`config.mk`:
```
export PLATFORM = sky130hd
export DESIGN_NAME = serial_operand_tx
export DESIGN_NICKNAME = d
export VERILOG_FILES = /design/src/rtl/serial_operand_tx.sv
export SDC_FILE = /design/constraint.sdc
export NUM_CORES = 1
export LEC_CHECK = 0
export ABC_AREA = 1
export CAP_MARGIN = 20
export CORE_ASPECT_RATIO = 1.25
export CORE_UTILIZATION = 46
export DETAILED_ROUTE_END_ITERATION = 12
export PLACE_DENSITY = 0.78
export SETUP_SLACK_MARGIN = 0.1
export SYNTH_ARGS = -nofsm -noshare
export SYNTH_HDL_FRONTEND = slang
export SYNTH_SLANG_ARGS = --single-unit
```
`constraint.sdc`:
```
create_clock -name clk -period 1.3 [get_ports clk]
set_clock_uncertainty 0.15 [all_clocks]
set_input_delay 0.195 -clock clk [delete_from_list [all_inputs] [get_ports clk]]
set_output_delay 0.195 -clock clk [all_outputs]
set_load 0.05 [all_outputs]
```
`src/rtl/serial_operand_tx.sv`:
```
// serial_operand_tx
// Parallel-to-serial operand transmitter. Accepts an operand pair (op_a, op_b)
// over a valid/ready handshake and drives it LSB-first, one bit pair per clock,
// on a/b. start marks bit 0 of a frame and last marks bit WIDTH-1.
//
// Parameters:
//   WIDTH     operand width and frame length in clocks (1..32)
//
// Ports:
//   clk       rising-edge clock
//   rst       synchronous, active-high reset
//   in_valid  operand pair on op_a/op_b is valid
//   in_ready  transmitter can accept a pair this cycle (from state only)
//   op_a      operand A, parallel
//   op_b      operand B, parallel
//   a, b      serial operand bits, LSB first
//   start     high with bit 0 of a frame
//   last      high with bit WIDTH-1 of a frame
//   busy      a frame bit is being driven this cycle
//
// Optional feature macro: SERIAL_TX_B2B_EN
//   When defined, a new pair can be accepted during the last bit of a frame so
//   that frames follow each other with no idle gap. When undefined, a pair is
//   accepted only in IDLE and frames are separated by at least one idle cycle.
module serial_operand_tx #(
  parameter int WIDTH = 6
) (
  input  logic             clk,
  input  logic             rst,
  input  logic             in_valid,
  output logic             in_ready,
  input  logic [WIDTH-1:0] op_a,
  input  logic [WIDTH-1:0] op_b,
  output logic             a,
  output logic             b,
  output logic             start,
  output logic             last,
  output logic             busy
);

  localparam int CNT_W = (WIDTH > 1) ? $clog2(WIDTH) : 1;
  localparam logic [CNT_W-1:0] CNT_LAST = CNT_W'(WIDTH - 1);

  typedef enum logic {
    IDLE  = 1'b0,
    SHIFT = 1'b1
  } state_t;

  state_t           state;
  state_t           state_nxt;
  logic [WIDTH-1:0] sh_a;
  logic [WIDTH-1:0] sh_b;
  logic [CNT_W-1:0] cnt;
  logic             accept;
  logic             at_last;

  // Control: handshake and next state. in_ready depends only on registered
  // state, never on in_valid.
  always_comb begin
    state_nxt = state;
    at_last   = (state == SHIFT) && (cnt == CNT_LAST);
`ifdef SERIAL_TX_B2B_EN
    in_ready  = (state == IDLE) || at_last;
`else
    in_ready  = (state == IDLE);
`endif
    accept    = in_valid && in_ready;
    case (state)
      IDLE:    if (accept) state_nxt = SHIFT;
      SHIFT:   if (at_last && !accept) state_nxt = IDLE;
      default: state_nxt = IDLE;
    endcase
  end

  // Outputs: gated by the registered state, so everything seen on the serial
  // side comes straight from flops and is stable for the whole cycle.
  always_comb begin
    busy  = (state == SHIFT);
    a     = busy && sh_a[0];
    b     = busy && sh_b[0];
    start = busy && (cnt == '0);
    last  = at_last;
  end

  always_ff @(posedge clk) begin
    if (rst) begin
      state <= IDLE;
    end else begin
      state <= state_nxt;
    end
  end

  // Datapath: operands are captured only on accept, so later changes on
  // op_a/op_b cannot disturb a frame in flight. No reset needed here because
  // every output is gated by state.
  always_ff @(posedge clk) begin
    if (accept) begin
      sh_a <= op_a;
      sh_b <= op_b;
      cnt  <= '0;
    end else if (state == SHIFT) begin
      sh_a <= sh_a >> 1;
      sh_b <= sh_b >> 1;
      cnt  <= cnt + CNT_W'(1);
    end
  end

endmodule
```
=== Word-level counts from Yosys, hierarchy flattened ===
Cells that the tools add are included.

* Bits in registers: 16
* Bits of input ports: 15
* Output and inout bits: 6
* Word-level logic and storage cells: 23

* $add $sub $neg: 1
* Equal/unequal tests: 1
* Mux-type cells: 7
* Bitwise operators: 1
* Reductions and logical operators: 9

{| class="wikitable"
|+ Operators with widths
! kind !! count
|-
| $mux W6 || 4
|-
| $logic_and A1 B1 Y1 || 6
|-
| $add A3 B1 Y3 const B || 1
|-
| $eq A3 B3 Y1 const B || 1
|-
| $logic_not A3 Y1 || 1
|-
| $mux W1 || 2
|-
| $pmux W1 S2 || 1
|-
| $reduce_bool A2 Y1 || 1
|-
| $logic_not A1 Y1 || 1
|-
| $not A1 Y1 || 1
|}

=== Depth between registers and ports, before layout ===
* Word-level depth: 6
* Depth in mapped cells: 6
* Depth with buffers taken out: 5

=== Worst setup path before layout ===
OpenSTA, ideal clock, no wires.

* Kind: register -> register
* Start: register state (netlist: busy)
* End: register state (netlist: busy)
* Library setup time: 0.154 ns
* Arrival time: 1.660 ns
* Required time: 0.996 ns
* Path slack: -0.664 ns
* Cell stages (with the launch flop): 5
* Buffers on the path: 1
* Period minus slack after synthesis: 1.964 ns
* Cell sequence: dfxtp_1 -> buf_6 -> inv_6 -> nor2_1 -> nor2_1

* Elaborated cells on any way between the ends: 8
* Classes of those cells: mux: 3; bitwise: 1; reduce/logical: 4

{| class="wikitable"
|+ RTL lines
! item !! RTL line !! RTL
|-
| start: declaration || 49 || <nowiki>state_t state;</nowiki>
|-
| start signal: assignment || 89 || <nowiki>state <= state_nxt;</nowiki>
|-
| $logic_and A1 B1 Y1 || 61 || <nowiki>at_last = (state == SHIFT) && (cnt == CNT_LAST);</nowiki>
|-
| named net last || 37 || <nowiki>output logic last,</nowiki>
|-
| $logic_and A1 B1 Y1 || 70 || <nowiki>SHIFT: if (at_last && !accept) state_nxt = IDLE;</nowiki>
|-
| $mux W1 || 70 ||
|-
| $pmux W1 S2 || 68 || <nowiki>case (state)</nowiki>
|}

The timed path passes the listed nets, and every way through them passes these cells.
A chain may end at the register's enable or synchronous reset.

=== Final worst setup path ===
* Start: register cnt[1]
* End: output port last

* Word-level cells in the longest chain between the ends: 2

{| class="wikitable"
|+ RTL lines
! item !! RTL line !! RTL
|-
| start: declaration || 53 || <nowiki>logic [CNT_W-1:0] cnt;</nowiki>
|-
| start signal: assignment || 104 || <nowiki>cnt <= cnt + CNT_W'(1);</nowiki>
|-
| $eq A3 B3 Y1 || 61 ||
|-
| $logic_and A1 B1 Y1 || 61 ||
|-
| end: declaration || 37 ||
|}

Every way passes these cells.

==> run summary <==
status - complete, but fails checks
violated checks - setup timing
Inst Count DP - 120
CP cell instances - inv_4, ha_4, nand2_2, nor2_4, buf_12
syn nets - 100
share of cells above drive strength 1 - 54.2%
Synth Warn # - 0
Fillers - 62
CTS max path bufs - 2
Worst-Margin Slew - 439 ps
fin. max-slew vios - 0
Area contributors post-synth - edfxtp_1 (46%), nand2_1 (14%), dfxtp_1 (10%)
Finished Layout Cells - 136
Worst Slack Setup Final - -255 ps
unrepaired setup endpoints after global routing - true
num ports - 21
largest net degree at the start of global routing - 16
hold wc startpoint - rst
Setup WS pre-CTS - -189 ps
sequential-to-total area share from yosys stat - 56.6%
Hold Path End - busy
port buffer count - 20
dpl hpwl - 992 um
post-synthesis cell type count - 15
R2R Setup Slk - -110 ps
vias in the first global route - 662
WP data arrival - 1210 ps
post-synth top area share - 46.3%
post-synthesis cell area - 778 sq um
worst r2r dst - sh_a[4]
Root Buffer - clkbuf_4
# rows - 16
syn_area_per_cell - 9.49 sq um
IR drop worst, VDD - 830 uV
wire per inst - 20.2 um
CP Max Fanout - 3
global-route wire length before repair - 2930 um
Worst Setup End Kind - primary output
GPL Wtd Cong - 0.698
Vias/cell - 5.70
Setup TNS Final - -1290 ps
Die Span X - 38.8 um
slowest CP cell - dfxtp_2
CTS buffer count - 3
Slew headroom - 70.7%
Synth Register Bits - 16
hold bufs inserted after CTS - 0
Placed Area - 0.00113 sq mm
Worst Hold Depth - 4
DRT Pass-1 Iters - 10
final count of hold timing violations - 0
LEAKAGE - 0.605 nW
Clock transition at path regs - 110 ps
clk_lat worst skew - 300 ps
DIE AREA - 0.00186 sq mm
register area - 449 sq um
crit-path max cell delay - 360 ps
post-route cell area - 0.00144 sq mm
H-tree depth - 1
startpoint types - flop
reg2reg path depth - 7
reg2reg start - busy
Initial Utilization - 49.2%
CORE AREA - 0.00158 sq mm
worst min path class - input port to flop
Iter 0 DRT Violations - 40
area grow syn2layout - 84.4%
CTS tree - done
power per cell area - 1080 mW/mm^2
final net count - 137
ANT cells - 0
critical setup path kind - flop to primary output
total of max-cap violations - 0
antenna violations before repair - 0
Detail Route Antenna Nets - 0
cells after synthesis - 82
fmax - 643 MHz
drt total wl - 2740 um
Final Setup Violations - 11
top cell type by total area after synthesis - edfxtp_1
DR vias - 775
Final Cycle Share - 120%
Worst EP required - 950 ps
min cycle time layout - 1560 ps
CP bufs+invs - 2
CP top delay family - flip-flops
total global routing track utilization - 23.6%
CTS sink cnt - 16
Overflow after GRT - 0
multi-input logic area - 443 sq um
die height - 48.0 um
DRC viols - 0
[routing by layer]
metal  global-route usage, %  up-vias  share of wire [%]
li1                        -      337                  -
met1                    27.5      360                 33
met2                    41.3       58                 54
met3                    4.65       20                7.5
met4                    11.0        0                6.3
met5                       0        -                  0
[kinds of logic (layout without fill, tap and decap cells)]
kind of cell / Yosys count / in the layout / synth area share [%]
fa+ha+maj: 3 / 3 / 4.82
simple gates: 47 / 48 / 26.4
buf+inv: 13 / 48 / 10.3
flops: 16 / 16 / 56.6
compound gates: 3 / 3 / 1.93
[cell type report]
class	instances	share of cell area [%]
inverters	9	3.75
clock buffers	4	2.53
repair buffers	35	30.0
flip-flops and latches	16	31.3
multi-input cells	54	30.9
well taps	18	1.57
[Yosys cell counts]
library cell / n
inv_1: 8
nand2_1: 28
nor2_2: 2
edfxtp_1: 12
ha_1: 3
o21ai_0: 2
nand2_2: 1
dfxtp_1: 4
inv_6: 1
nand3_1: 11
buf_4: 1
a21oi_1: 1
nor2_1: 4
nand2_4: 1
buf_6: 3
[power by group]
part	total, mW	internal, mW	switching (mW)
sequential	0.683	0.627	0.0562
clock	0.357	0.171	0.186
combinational	0.514	0.249	0.265
[sequential cells by signal, indices dropped and copies added, names as in the netlist]
name,flops
busy,1
cnt,3
sh_a,6
sh_b,6
[worst reg2reg max path, stage by stage, from the launching register on]
cell and delay, ps:
dfxtp_4 410, inv_8 90, buf_6 90, buf_6 90
buf_16 110, nand2_8 70, nand2_1 110, nand2_1 70
[worst max path at each step]
stage | from | endpoint | slack [ps] | cells past startpoint
6_report | cnt[1] | last | -260 | 5
5_1_grt | cnt[1] | last | -290 | 5
4_1_cts | cnt[1] | start | -200 | 5
3_5_place_dp | in_valid | sh_a[2] | -190 | 3
3_3_place_gp | in_valid | sh_a[2] | -170 | 3
2_1_floorplan | busy | start | 20 | 3
[cells in the final DEF (no fill, tap or decap), types with 4 or more instances in the layout]
master / count
buf_12: 7
nand3_2: 9
nand2_2: 9
clkdlybuf4s50_1: 13
nor2_4: 4
buf_6: 7
nand2_1: 16
buf_4: 6
edfxtp_1: 12
inv_1: 4
[per-stage QoR]
stage	hold slack (ps)	util, %	power [mW]
2_1_floorplan	181	-	0.858
3_3_place_gp	343	71.4	0.979
3_5_place_dp	355	71.4	0.991
4_1_cts	355	85.0	1.42
5_1_grt	430	90.7	1.59
6_report	396	90.7	1.55
[what timing repair did]
action / CTS / global route
gates cloned: 2 / 0
endpoints found under the setup margin: 8 / 20
setup buffers: 6 / 4
gates resized for setup: 24 / 21
pin swaps: 6 / 7
No activity file was read; power rests on OpenSTA's default activity.
==> edit 1, RTL diff (same flow settings) <==
The option `SERIAL_TX_B2B_EN` is turned on by a define.
--- a/src/rtl/serial_operand_tx.sv
+++ b/src/rtl/serial_operand_tx.sv
@@ -22,6 +22,8 @@
 //   When defined, a new pair can be accepted during the last bit of a frame so
 //   that frames follow each other with no idle gap. When undefined, a pair is
 //   accepted only in IDLE and frames are separated by at least one idle cycle.
+`define SERIAL_TX_B2B_EN
+
 module serial_operand_tx #(
   parameter int WIDTH = 6
 ) (
Check against the original RTL: not equivalent (Yosys sat finds a counterexample within 10 cycles, from zero or initial values and one cycle with rst high).
==> edit 1 against the unedited design <==
The run still ends with negative setup slack left; routed wire length decreased by 6.2%; sequential share of layout area down 0.56 points; synthesized area grew 1.6%; design area up 1.8%; worst setup slack worse by 0.074 ns; power fell by 8.2%; sequential cell count stayed put; non-clock buffer count down 4.
==> edit 1: results (changes against the unedited design) <==
status finished, violations left; failing checks negative setup slack; Final nets 140 (+2.2%); met3 wire len 96 um (-54%); synth top area cells edfxtp_1 46%, nand2_1 16%, dfxtp_1 10%, nand3_1 7.0%, inv_1 5.7%; number of global-route vias before repair 757 (+14%); layout cells sized above 1 52.07% (-2.2 points); M1 GR Usage 37.74% (+10 points); Routed WL 2573 um (-6.2%); HP Start in_valid; Slew @ Worst Pin 0.4129 ns (-0.02614 ns); Crit Path Max Fanout 2 (-1); DR WL met2 1382 um (-6.0%); top cells by count, synth 34 x nand2_1, 12 x edfxtp_1, 12 x inv_1; sequential power share 46.8% (+2.8 points); Seq group 668 uW (-2%); hold endpoint sh_b[5]; initial DRC count 13 (-68%); fin worst setup slack -0.3294 ns (-0.07422 ns); RePlAce Congestion 0.7067 (+1.2%); Power Clock 278 uW (-22%); 1st-pass router iterations 4 (-6); post-DP HPWL 1212 um (+22%); Total Routing Usage GR 27.50% (+3.9 points); vias per std cell 5.482 (-3.8%); met2 Usage GRT 43.06% (+1.7 points); reg2reg start cnt[1]; syn_nets 107 (+7.0%); Area after DPL 1205 sq um (+6.8%); R2R cell count 8 (+1); Hold Path Cell Cnt 3 (-1); Met1 Routed Length 1028 um (+15%); synth unique cells 14 (-1); first-pass GRT wire length 3532 um (+21%); switch share 32.77% (+0.13 points); Finish-stage setup viols 21 (+10); reg-to-reg setup timing slack -0.20 ns (-0.09 ns); post-synthesis sequential area ratio 55.70% (-0.90 points)
==> edit 1: changes by cell type in the layout (fill, tap and decap cells not counted), moves of 2 or more <==
cell,unedited run,this run
nand2_4,3,5
nand2_1,16,22
nand2_2,9,7
buf_4,6,4
inv_2,0,4
nand3_2,9,6
nand3_4,0,3
buf_6,7,3
buf_12,7,9
==> edit 1: critical path, stage by stage, from the launching register on <==
cell     delay, ns
dfxtp_2       0.34
inv_2         0.07
ha_4          0.14
nand2_4       0.07
buf_6         0.13
nor2_4        0.10
buf_12        0.14
==> edit 1: timing repair <==
| item | 4_1_cts | 5_1_grt |
|---|---|---|
| gates resized for setup | 26 | 22 |
| hold endpoints to repair | 0 | 0 |
| gates cloned | 1 | 0 |
| buffers inserted | 4 | 1 |
| pin swaps | 8 | 10 |
| setup endpoints to repair | 21 | 34 |
==> edit 1: layout make-up <==
cell class                      instances  area [sq um]
Multi-Input combinational cell         58         514.2
Sequential cell                        16         449.2
Timing Repair Buffer                   31         394.1
Fill cell                              53         120.1
Inverter                               12         55.05
Clock buffer                            3         22.52
Tap cell                               18         22.52
Clock inverter                          1         3.754
==> edit 1: how the worst max path moves through the flow <==
stage,endpoint,slack (ns),cells after the start
global placement,sh_a[2],-0.15,3
global route,last,-0.37,6
finish,last,-0.33,6
detailed placement,sh_a[2],-0.18,3
CTS,last,-0.31,6
floorplan,sh_a[1],-0.06,8
==> edit 1: per-stage QoR <==
| step | hold WS, ns | instances |
|---|---|---|
| detailed placement | 0.3587 | 130 |
| global route | 0.2954 | 139 |
| finish | 0.2753 | 139 |
| floorplan | 0.1044 | 89 |
| global placement | 0.3418 | 130 |
| CTS | 0.2815 | 139 |
==> edit 1: kinds of logic after synthesis <==
group	after synthesis
compound gates	2
fa+ha+maj	3
buf+inv	16
flops	16
simple gates	52
==> edit 2, RTL diff (same settings) <==
Without the edit above. Reset style: asynchronous (`rst`), changed in one clocked block. Comments in the files are not updated.
--- a/src/rtl/serial_operand_tx.sv
+++ b/src/rtl/serial_operand_tx.sv
@@ -82,7 +82,7 @@
     last  = at_last;
   end
 
-  always_ff @(posedge clk) begin
+  always_ff @(posedge clk or posedge rst) begin
     if (rst) begin
       state <= IDLE;
     end else begin
Check against the original RTL: differs if rst is asserted again (counterexample within 4 cycles, from zero or initial values and one cycle with rst high); with rst held inactive, the same outputs for 10 cycles.
==> edit 2 against the unedited design <==
Highest routed layer unchanged; sequential cell count stayed put; core utilization is 1.7 points lower; design area is 0.61% higher; global-route usage is 1.3 points lower; routed wire length is 12% lower; the flow still finishes with violations (negative setup slack); non-clock buffer count stayed put; synthesized area is 6.8% higher; worst setup slack worse by 0.016 ns.
Power is not compared: it rests on default switching activity, and its combinational part moved more than twofold at a synthesized area within 25%.
==> edit 2: results (changes against the unedited design) <==
number of global-route vias before repair 702 (+6.0%); reg2reg start busy; first-pass GRT wire length 2918 um (-0.24%); Routed WL 2406 um (-12%); largest net degree at the start of global routing 10 (-6); Finish-stage setup viols 33 (+22); Worst-path clk slew 0.09 ns (-0.02 ns); Area after DPL 1181 sq um (+4.7%); DR WL met2 1367 um (-7.0%); failing checks negative setup slack; final setup TNS -2.980 ns (-1.687 ns); Crit Path Max Fanout 6 (+3); RR Endpoint sh_b[3]; Met1 Routed Length 887 um (-0.56%); status finished, violations left; Hold Path Cell Cnt 3 (-1); fin worst setup slack -0.2715 ns (-0.01632 ns); Syn Area/Cell 10.13 sq um (+6.8%); reg-to-reg setup timing slack -0.14 ns (-0.03 ns); vias per std cell 5.338 (-6.3%); Slew @ Worst Pin 0.4731 ns (+0.03400 ns); initial DRC count 3 (-93%); met3 wire len 83 um (-60%); hold endpoint sh_b[5]; HP Start op_b[5]; post-synthesis sequential area ratio 53.61% (-3.0 points); pre-CTS setup slack -0.2610 ns (-0.07223 ns); vias after detailed routing 726 (-6.3%); FILL cells 70 (+13%); RePlAce Congestion 0.7205 (+3.2%)
[edit 2: changes by cell type after synthesis, sizes merged]
cell	delta
nor2	-1
nand2	+1
dfxtp	-1
dfrtp	+1
[edit 2: cells by family (layout without fill, tap and decap cells)]
kind of cell | count (synthesis) | after routing | share of synthesized area [%]
flip-flops | 16 | 16 | 53.61
AND/OR/NAND/NOR | 47 | 48 | 28.61
buffers and inverters | 13 | 48 | 11.45
adder cells (fa/ha/maj) | 3 | 3 | 4.519
AO/OA/AOI/OAI | 3 | 3 | 1.807
[edit 2: how the worst max path moves through the flow]
stage	startpoint	endpoint	cells past startpoint
global route	cnt[1]	last	5
CTS	busy	last	4
finish	busy	b	3
floorplan	busy	last	4
global placement	in_valid	sh_b[3]	4
detailed placement	in_valid	sh_b[4]	4
[edit 2: timing repair]
| action | CTS | global route |
|---|---|---|
| gates cloned | 2 | 0 |
| pin swaps | 1 | 6 |
| endpoints found under the setup margin | 31 | 34 |
| hold buffers | 1 | 0 |
| resized for setup | 7 | 31 |
| setup buffers | 2 | 4 |
| hold endpoints to repair | 1 | 0 |
[edit 2: final cells by class]
cell class                      instances  area, sq um  share of cell area, %
Sequential cell                        16        451.7                  31.28
Multi-Input combinational cell         54        446.7                  30.94
Timing Repair Buffer                   35        442.9                  30.68
Inverter                                9        53.80                  3.726
Clock buffer                            3        22.52                  1.560
Tap cell                               18        22.52                  1.560
Clock inverter                          1        3.754                 0.2600
[edit 2: worst max-delay path, stage by stage (launching register included)]
cell and delay (ns):
dfrtp_2 0.50, nand2_1 0.15, clkinvlp_4 0.12, buf_12 0.15
[edit 2: routing by layer]
metal  vias to the layer above  GRT usage, %
li1                        337             -
met1                       348         23.49
met2                        34         37.63
met3                         7         4.054
met4                         0         13.79
met5                         -             0
